[config.mk]
export PLATFORM = sky130hd
export DESIGN_NAME = bounded_counter
export DESIGN_NICKNAME = d
export VERILOG_FILES = /design/src/rtl/bounded_counter.sv
export SDC_FILE = /design/constraint.sdc
export NUM_CORES = 1
export LEC_CHECK = 0
export ABC_CLOCK_PERIOD_IN_PS = 4800
export BUFFER_PORTS_ARGS = -buffer_cell sky130_fd_sc_hd__buf_2
export CAP_MARGIN = 25
export CORE_ASPECT_RATIO = 0.9
export CORE_UTILIZATION = 55
export DETAILED_ROUTE_END_ITERATION = 6
export PLACE_DENSITY = 0.82
export SLEW_MARGIN = 30
export SYNTH_ARGS = -nofsm -noshare
export SYNTH_HDL_FRONTEND = slang
export SYNTH_SLANG_ARGS = --single-unit
[constraint.sdc]
create_clock -name clk -period 4.8 [get_ports clk]
set_clock_uncertainty 0.15 [all_clocks]
set_input_delay 0.96 -clock clk [delete_from_list [all_inputs] [get_ports clk]]
set_output_delay 0.96 -clock clk [all_outputs]
set_load 0.02 [all_outputs]
[src/rtl/bounded_counter.sv]
// Up/down counter with load, programmable step and a [limit_lo, limit_hi] window.
// Boundary handling is selectable: wrap, saturate, or one-shot halt.
module bounded_counter #(
    parameter int WIDTH      = 8,
    parameter int STEP_WIDTH = 4
) (
    input  logic                  clk,
    input  logic                  reset,
    input  logic                  en,
    input  logic                  load,
    input  logic [WIDTH-1:0]      load_value,
    input  logic                  down,
    input  logic [STEP_WIDTH-1:0] step,
    input  logic [WIDTH-1:0]      limit_lo,
    input  logic [WIDTH-1:0]      limit_hi,
    input  logic [1:0]            mode,
    output logic [WIDTH-1:0]      out,
    output logic                  tc,
    output logic                  halted,
    output logic                  cfg_err
);

    localparam logic [1:0] MODE_WRAP    = 2'b00;
    localparam logic [1:0] MODE_SAT     = 2'b01;
    localparam logic [1:0] MODE_ONESHOT = 2'b10;

    logic [WIDTH-1:0] out_q, out_d;
    logic             tc_q, tc_d;
    logic             halted_q, halted_d;

    logic [WIDTH:0]   step_ext_s;
    logic [WIDTH:0]   out_ext_s;
    logic [WIDTH:0]   up_sum_s;
    logic [WIDTH:0]   lo_plus_step_s;
    logic             count_s;
    logic             boundary_s;

    // One extra bit so that out+step and limit_lo+step never wrap at 2^WIDTH.
    assign step_ext_s     = {{(WIDTH+1-STEP_WIDTH){1'b0}}, step};
    assign out_ext_s      = {1'b0, out_q};
    assign up_sum_s       = out_ext_s + step_ext_s;
    assign lo_plus_step_s = {1'b0, limit_lo} + step_ext_s;

    assign cfg_err = (limit_lo > limit_hi);
    assign count_s = en & ~load & ~halted_q & ~cfg_err & (step != {STEP_WIDTH{1'b0}});

    // Boundary detection for the current direction.
    always_comb begin
        boundary_s = 1'b0;
        if (down) begin
            boundary_s = (out_ext_s < lo_plus_step_s);
        end else begin
            boundary_s = (up_sum_s > {1'b0, limit_hi});
        end
    end

    // Next-state selection: load > count > hold.
    always_comb begin
        out_d    = out_q;
        tc_d     = 1'b0;
        halted_d = halted_q;
        if (load) begin
            out_d    = load_value;
            halted_d = 1'b0;
        end else if (count_s) begin
            if (!boundary_s) begin
                if (down) begin
                    out_d = out_q - step_ext_s[WIDTH-1:0];
                end else begin
                    out_d = up_sum_s[WIDTH-1:0];
                end
            end else begin
                tc_d = 1'b1;
                case (mode)
                    MODE_SAT: begin
                        out_d = down ? limit_lo : limit_hi;
                    end
                    MODE_ONESHOT: begin
                        out_d    = down ? limit_lo : limit_hi;
                        halted_d = 1'b1;
                    end
                    MODE_WRAP: begin
                        out_d = down ? limit_hi : limit_lo;
                    end
                    default: begin
                        out_d = down ? limit_hi : limit_lo;
                    end
                endcase
            end
        end else begin
            out_d = out_q;
        end
    end

    // State registers.
    always_ff @(posedge clk or posedge reset) begin
        if (reset) begin
            out_q    <= {WIDTH{1'b0}};
            tc_q     <= 1'b0;
            halted_q <= 1'b0;
        end else begin
            out_q    <= out_d;
            tc_q     <= tc_d;
            halted_q <= halted_d;
        end
    end

    assign out    = out_q;
    assign tc     = tc_q;
    assign halted = halted_q;

endmodule

==> run_results.csv, run 1 <==
group,metric,value,unit
clock_network,cts.sinks,10,
power,p_comb_share,62.5,%
sta,setup_tns,0,ps
sta,tightestPinTransition,561,ps
yosys,avgSynthCellArea,8.24,sq um
power,p_int,0.342,mW
drt,wl,4970,microns
layout,nFillCells,288,
critical_path,cp_cell_sequence,"buf_2, ha_1, fa_1, a21o_1, a21oi_1, nor2_1, xnor2_1, ha_1, a21o_1, a221oi_1, o21a_1, a2bb2oi_2, mux2_2, o221ai_1",
sta,fin_crit_sh,88.8,%
critical_path,max_stage_delay,400,ps
sta,min_period,4260,ps
placement,io_buffers,45,
clock_network,cts_resized,0,
yosys,synth_top_cells_by_area,"ha_1 (23%), dfrtp_1 (13%), xnor2_1 (4.1%), inv_1 (3.7%), mux2i_1 (3.6%)",
floorplan,row_count,19,
power,p_seq_share,20.3,%
floorplan,die_y,58.1,microns
yosys,async_flop_share,100,%
yosys,synth.most_common_cell,"ha_1",
sta,fmax,0.235,GHz
yosys,synthCells,233,
power,p_sw,0.276,mW
critical_path,worstPathRequired,4800,ps
sta,hold_viol,0,
sta,rsz0062_at_grt,"no",
yosys,synth_nets,307,
yosys,synth_seq_cells,10,
worst_hold_path,min_path_type,"reg -> reg",
clock_network,cts_tree,"done",
clock_network,root_buffer,"clkbuf_8",
placement,gp_congestion,0.934,
clock_network,cts_buffers,3,
critical_path,cp-end-kind,"flip-flop",
yosys,synth-seq-area-share,13.0,%
floorplan,io_pins,46,
yosys,synthFlopType,"dfrtp_1",
critical_path,cp_max_fo,7,
status,status,"completed",
power,sw_frac_of_total,44.7,%
sta,slew_violations,0,
sta,setup_viol,0,
yosys,ys_types,53,
floorplan,fp.dieArea,0.00373,sq mm
clock_network,clk_latency,240,ps
critical_path,cp_slowest_cell,"fa_1",
floorplan,core-area,0.00319,sq mm
critical_path,worst-setup-path-type,"in -> reg",
clock_network,cts_max_path_buffers,2,
power,irDropWorstVdd,213,uV
yosys,yosys-top-cells-count,"ha_1 (36), inv_1 (19), nand2_1 (14), o21ai_0 (11)",
power,clkPwrFrac,17.2,%
drt,vias_per_cell,6.04,
layout,final_core_util,70.0,%
yosys,synth_edf_count,0,
power,p_leak,1.13,nW
run,maxCapViolations,0,
yosys,yosys.area.top_type,"ha_1",
global_route,grt_pass1_wl,8040,microns
global_route,grt_pass1_vias,1739,
power,powerDensity,277,mW/mm^2
drt,vias,1916,
layout,syn2layout_area_growth,16.0,%
drt,drc,0,
sta,relSlewSlack,62.6,%
clock_network,hold_buffers,0,
floorplan,start_util,60.3,%
global_route,antenna_found_initial,0,
yosys,syn_area,0.00192,sq mm
yosys,synthDominantCellAreaShare,23.5,%
yosys,ys_warn_count,0,
layout,drive_gt1_share,20.7,%
layout,insertedDiodeCount,0,
clock_network,htree_levels,1,
clock_network,path_clk_slew,50,ps
drt,initialDrtViolationCount,73,
placement,dp_hpwl,4200,microns
layout,nets,350,
global_route,globalRouteTotalUtil,27.8,%
drt,firstDrtPassIters,4,
critical_path,arrival,4260,ps
critical_path,start_kind,"input pin",
drt,route.antenna.remaining_nets,0,
global_route,grt_max_degree,21,
clock_network,cts_setup_buffers,0,
floorplan,die_w,64.3,microns
global_route,gr-total-overflow,0,
drt,wl_per_cell,15.7,microns
power groups by stage:
stage / Combinational [mW] / Sequential, mW / Clock, mW
after floorplan: 0.271 / 0.127 / 0
after global placement: 0.369 / 0.127 / 0
after detailed placement: 0.380 / 0.126 / 0
after CTS: 0.383 / 0.125 / 0.107
after global routing: 0.426 / 0.129 / 0.110
final: 0.386 / 0.126 / 0.106
registers in the layout, indices dropped and copies added (netlist names):
register and count:
halted 1, tc 1, out 8
worst max-delay path: cells and delay by family:
kind | cells | cell delay [ps]
adders and majority gates | 3 | 920
AOI/OAI and AO/OA | 7 | 1630
muxes | 1 | 390
buffers and inverters | 1 | 120
xor gates and xnor gates | 1 | 140
and+or+nand+nor | 1 | 100
cells by family (layout without fill, tap and decap cells):
family          Yosys count  in the layout  share of synthesized area (%)
buf+inv                  29             71                           5.99
flops                    10             10                           13.0
simple gates             62             62                           17.1
xor+xnor                 16             16                           7.30
mux                      10             10                           5.41
fa+ha+maj                39             39                           26.6
compound gates           67             67                           24.6
area by class of cell:
class / count / area, sq um / share of cell area, %
clock buffer: 4 / 55.1 / 2.47
sequential: 10 / 250 / 11.2
timing repair buffer: 47 / 240 / 10.8
multi-input combinational: 194 / 1560 / 69.8
tap: 42 / 52.6 / 2.36
inverter: 20 / 75.1 / 3.37
worst paths after layout:
check                      cells after the start    start  slack, ps  endpoint
max                                           14  step[0]        540    out[0]
min                                            1   halted        390    halted
max reg2reg                                   12   out[3]       1100    out[5]
min reg2reg                                    1   halted        390    halted
max in group asynchronous                      2    reset       3690    out[0]
min in group asynchronous                      2    reset        530    out[4]
stage by stage:
| stage | instance area [sq um] | worst slack (ps) | power, mW | std cells | hold WS (ps) |
|---|---|---|---|---|---|
| after floorplan | 1920 | 758 | 0.398 | 233 | 492 |
| after global placement | 2170 | 359 | 0.496 | 313 | 377 |
| after detailed placement | 2170 | 332 | 0.506 | 313 | 374 |
| after CTS | 2230 | 545 | 0.615 | 317 | 390 |
| after global routing | 2230 | 329 | 0.665 | 317 | 411 |
| final | 2230 | 537 | 0.618 | 317 | 388 |
routing by layer:
layer / wire, microns / vias up / share of wire, % / track usage (%)
li1: - / 946 / - / -
met5: 0 / - / 0 / 0
met4: 99 / 0 / 2.0 / 9.21
met3: 345 / 11 / 6.9 / 1.38
met2: 2160 / 90 / 43 / 45.4
met1: 2370 / 869 / 48 / 39.4
placed cells by master (no fill, tap or decap), drive strengths merged, types with 3 or more instances in the layout:
| cell type | count |
|---|---|
| o311ai | 3 |
| inv | 20 |
| clkbuf | 4 |
| nand4 | 6 |
| nor2 | 10 |
| xnor2 | 9 |
| dfrtp | 10 |
| mux2 | 3 |
| xor2 | 7 |
| o21ai | 13 |
| buf | 47 |
| nand3 | 5 |
| o21a | 5 |
| a21o | 7 |
| a31oi | 7 |
| fa | 3 |
| a21oi | 10 |
| o221ai | 4 |
| nand2 | 14 |
| nand2b | 4 |
| and2 | 5 |
| ha | 36 |
| mux2i | 7 |
| a2bb2oi | 3 |
| nor2b | 6 |
(Power assumes the default switching activity.)
==> run 2, diff against run 1 <==
- PLACE_DENSITY: 0.82 -> 0.89
==> run 2 against run 1 <==
  * Sequential cell count unchanged
  * Routed wire length up 0.60%
  * Setup slack worse by 25 ps
  * Combinational power about the same
  * Cell area unchanged
  * Global-route usage up 1.4 points
  * Critical endpoint unchanged
  * Largest cell class unchanged
  * Largest power group unchanged
  * Highest routed layer unchanged
==> run_results.csv, run 2 (same netlist as run 1, synthesis figures left out) <==
group,metric,value,unit
layout,insertedDiodeCount,0,
critical_path,worstPathRequired,4800,ps
sta,holdWs,385,ps
clock_network,cts_setup_buffers,0,
power,sw_frac_of_total,45.0,%
clock_network,cts_tree,"done",
floorplan,row_count,19,
global_route,met3_usage,3.94,%
floorplan,die_y,58.1,microns
drt,initialDrtViolationCount,93,
sta,fin_crit_sh,89.3,%
power,p_comb_share,62.3,%
drt,drc,0,
power,p_int,0.340,mW
layout,final_cell_area,0.00223,sq mm
drt,vias,1942,
clock_network,path_clk_slew,50,ps
clock_network,root_buffer,"clkbuf_8",
drt,route.antenna.remaining_nets,0,
floorplan,io_pins,46,
sta,fmax,0.233,GHz
status,status,"completed",
placement,place_area,0.00217,sq mm
global_route,gr-total-overflow,0,
critical_path,startpoint,"step[0]",
drt,firstDrtPassIters,4,
clock_network,cts_resized,0,
layout,syn2layout_area_growth,16.0,%
clock_network,cts_max_path_buffers,2,
global_route,grt.busiest_layer,"met2",
drt,vias_per_cell,6.15,
global_route,use_met1,40.5,%
worst_hold_path,holdPathEnd,"halted",
sta,rsz0062_at_grt,"no",
worst_hold_path,min_from,"halted",
clock_network,clk_latency,240,ps
sta,setup_viol,0,
placement,io_buffers,45,
critical_path,reg2reg_depth,12,
critical_path,worst-setup-path-type,"in -> reg",
power,irDropWorstVdd,230,uV
floorplan,start_util,60.3,%
critical_path,cp-end-kind,"flip-flop",
sta,setup_tns,0,ps
power,p_sw,0.278,mW
drt,wl,5000,microns
floorplan,die_w,64.3,microns
critical_path,arrival,4290,ps
clock_network,hold_buffers,0,
critical_path,rrSetupSlack,1070,ps
critical_path,r2r-start,"out[3]",
worst_hold_path,holdPathStages,1,
power,p_leak,1.13,nW
global_route,globalRouteTotalUtil,29.3,%
global_route,grt_pass1_wl,8390,microns
power,powerDensity,277,mW/mm^2
placement,gp_congestion,0.979,
sta,setup_slack,512,ps
layout,final_core_util,70.0,%
clock_network,cts.sinks,10,
global_route,antenna_found_initial,0,
power,clkPwrFrac,17.3,%
sta,min_period,4290,ps
placement,dp_hpwl,4160,microns
power,p_seq_share,20.4,%
layout,layout_commonest_cell,"buf_2",
global_route,globalRouteMet2Util,43.3,%
placement,dp_cells,312,
sta,slew_violations,0,
worst_hold_path,min_path_type,"reg -> reg",
clock_network,htree_levels,1,
floorplan,fp.dieArea,0.00373,sq mm
critical_path,cp_max_fo,7,
layout,instances_no_fill,316,
run,maxCapViolations,0,
sta,relSlewSlack,57.5,%
layout,nets,349,
critical_path,start_kind,"input pin",
drt,wl_per_cell,15.8,microns
sta,hold_viol,0,
global_route,grt_max_degree,21,
power,finalPower,0.617,mW
critical_path,reg2reg_to,"out[1]",
floorplan,core-area,0.00319,sq mm
layout,final_cell_mix,"buf_2 (45), ha_1 (36), inv_1 (19), nand2_1 (14), o21ai_0 (11)",
layout,drive_gt1_share,20.8,%
global_route,grt_pass1_vias,1833,
placement,dp_worst_setup_slack,307,ps
clock_network,cts_buffers,3,
layout,largest_reg_flops,8,
sta,tightestPinTransition,635,ps
-- run 2: changes by cell type in the layout (fill, tap and decap cells not counted) --
cell	change
xnor2_2	+1
xnor2_1	-1
buf_4	-1
-- run 2: layout make-up --
cell class / count / area [sq um]
Multi-Input combinational cell: 194 / 1560
Fill cell: 271 / 957
Sequential cell: 10 / 250
Timing Repair Buffer: 46 / 233
Inverter: 20 / 75.1
Clock buffer: 4 / 55.1
Tap cell: 42 / 52.6
-- run 2: power by group through the flow --
stage | Clock [mW] | Combinational [mW] | Sequential (mW)
4_1_cts | 0.108 | 0.380 | 0.126
3_5_place_dp | 0 | 0.377 | 0.127
2_1_floorplan | 0 | 0.271 | 0.127
6_report | 0.107 | 0.385 | 0.126
3_3_place_gp | 0 | 0.365 | 0.126
5_1_grt | 0.113 | 0.428 | 0.129
-- run 2: worst max path at each step --
stage / to / cells after the start
after CTS: out[0] / 14
after global placement: out[0] / 14
after detailed placement: out[0] / 14
after floorplan: out[0] / 13
after global routing: out[1] / 16
final: out[0] / 14
-- run 2: worst max-delay path: stages --
cell	delay, ps
buf_2	130
ha_1	220
fa_1	400
a21o_1	200
a21oi_1	280
nor2_1	100
xnor2_1	170
ha_1	270
a21o_1	150
a221oi_1	280
o21a_1	210
a2bb2oi_2	340
mux2_2	390
o221ai_1	170
-- run 2: metal layers --
| layer | vias to the layer above | wire, microns |
|---|---|---|
| met5 | - | 0 |
| met4 | 0 | 211 |
| met3 | 22 | 409 |
| met2 | 104 | 2090 |
| met1 | 873 | 2290 |
| li1 | 943 | - |
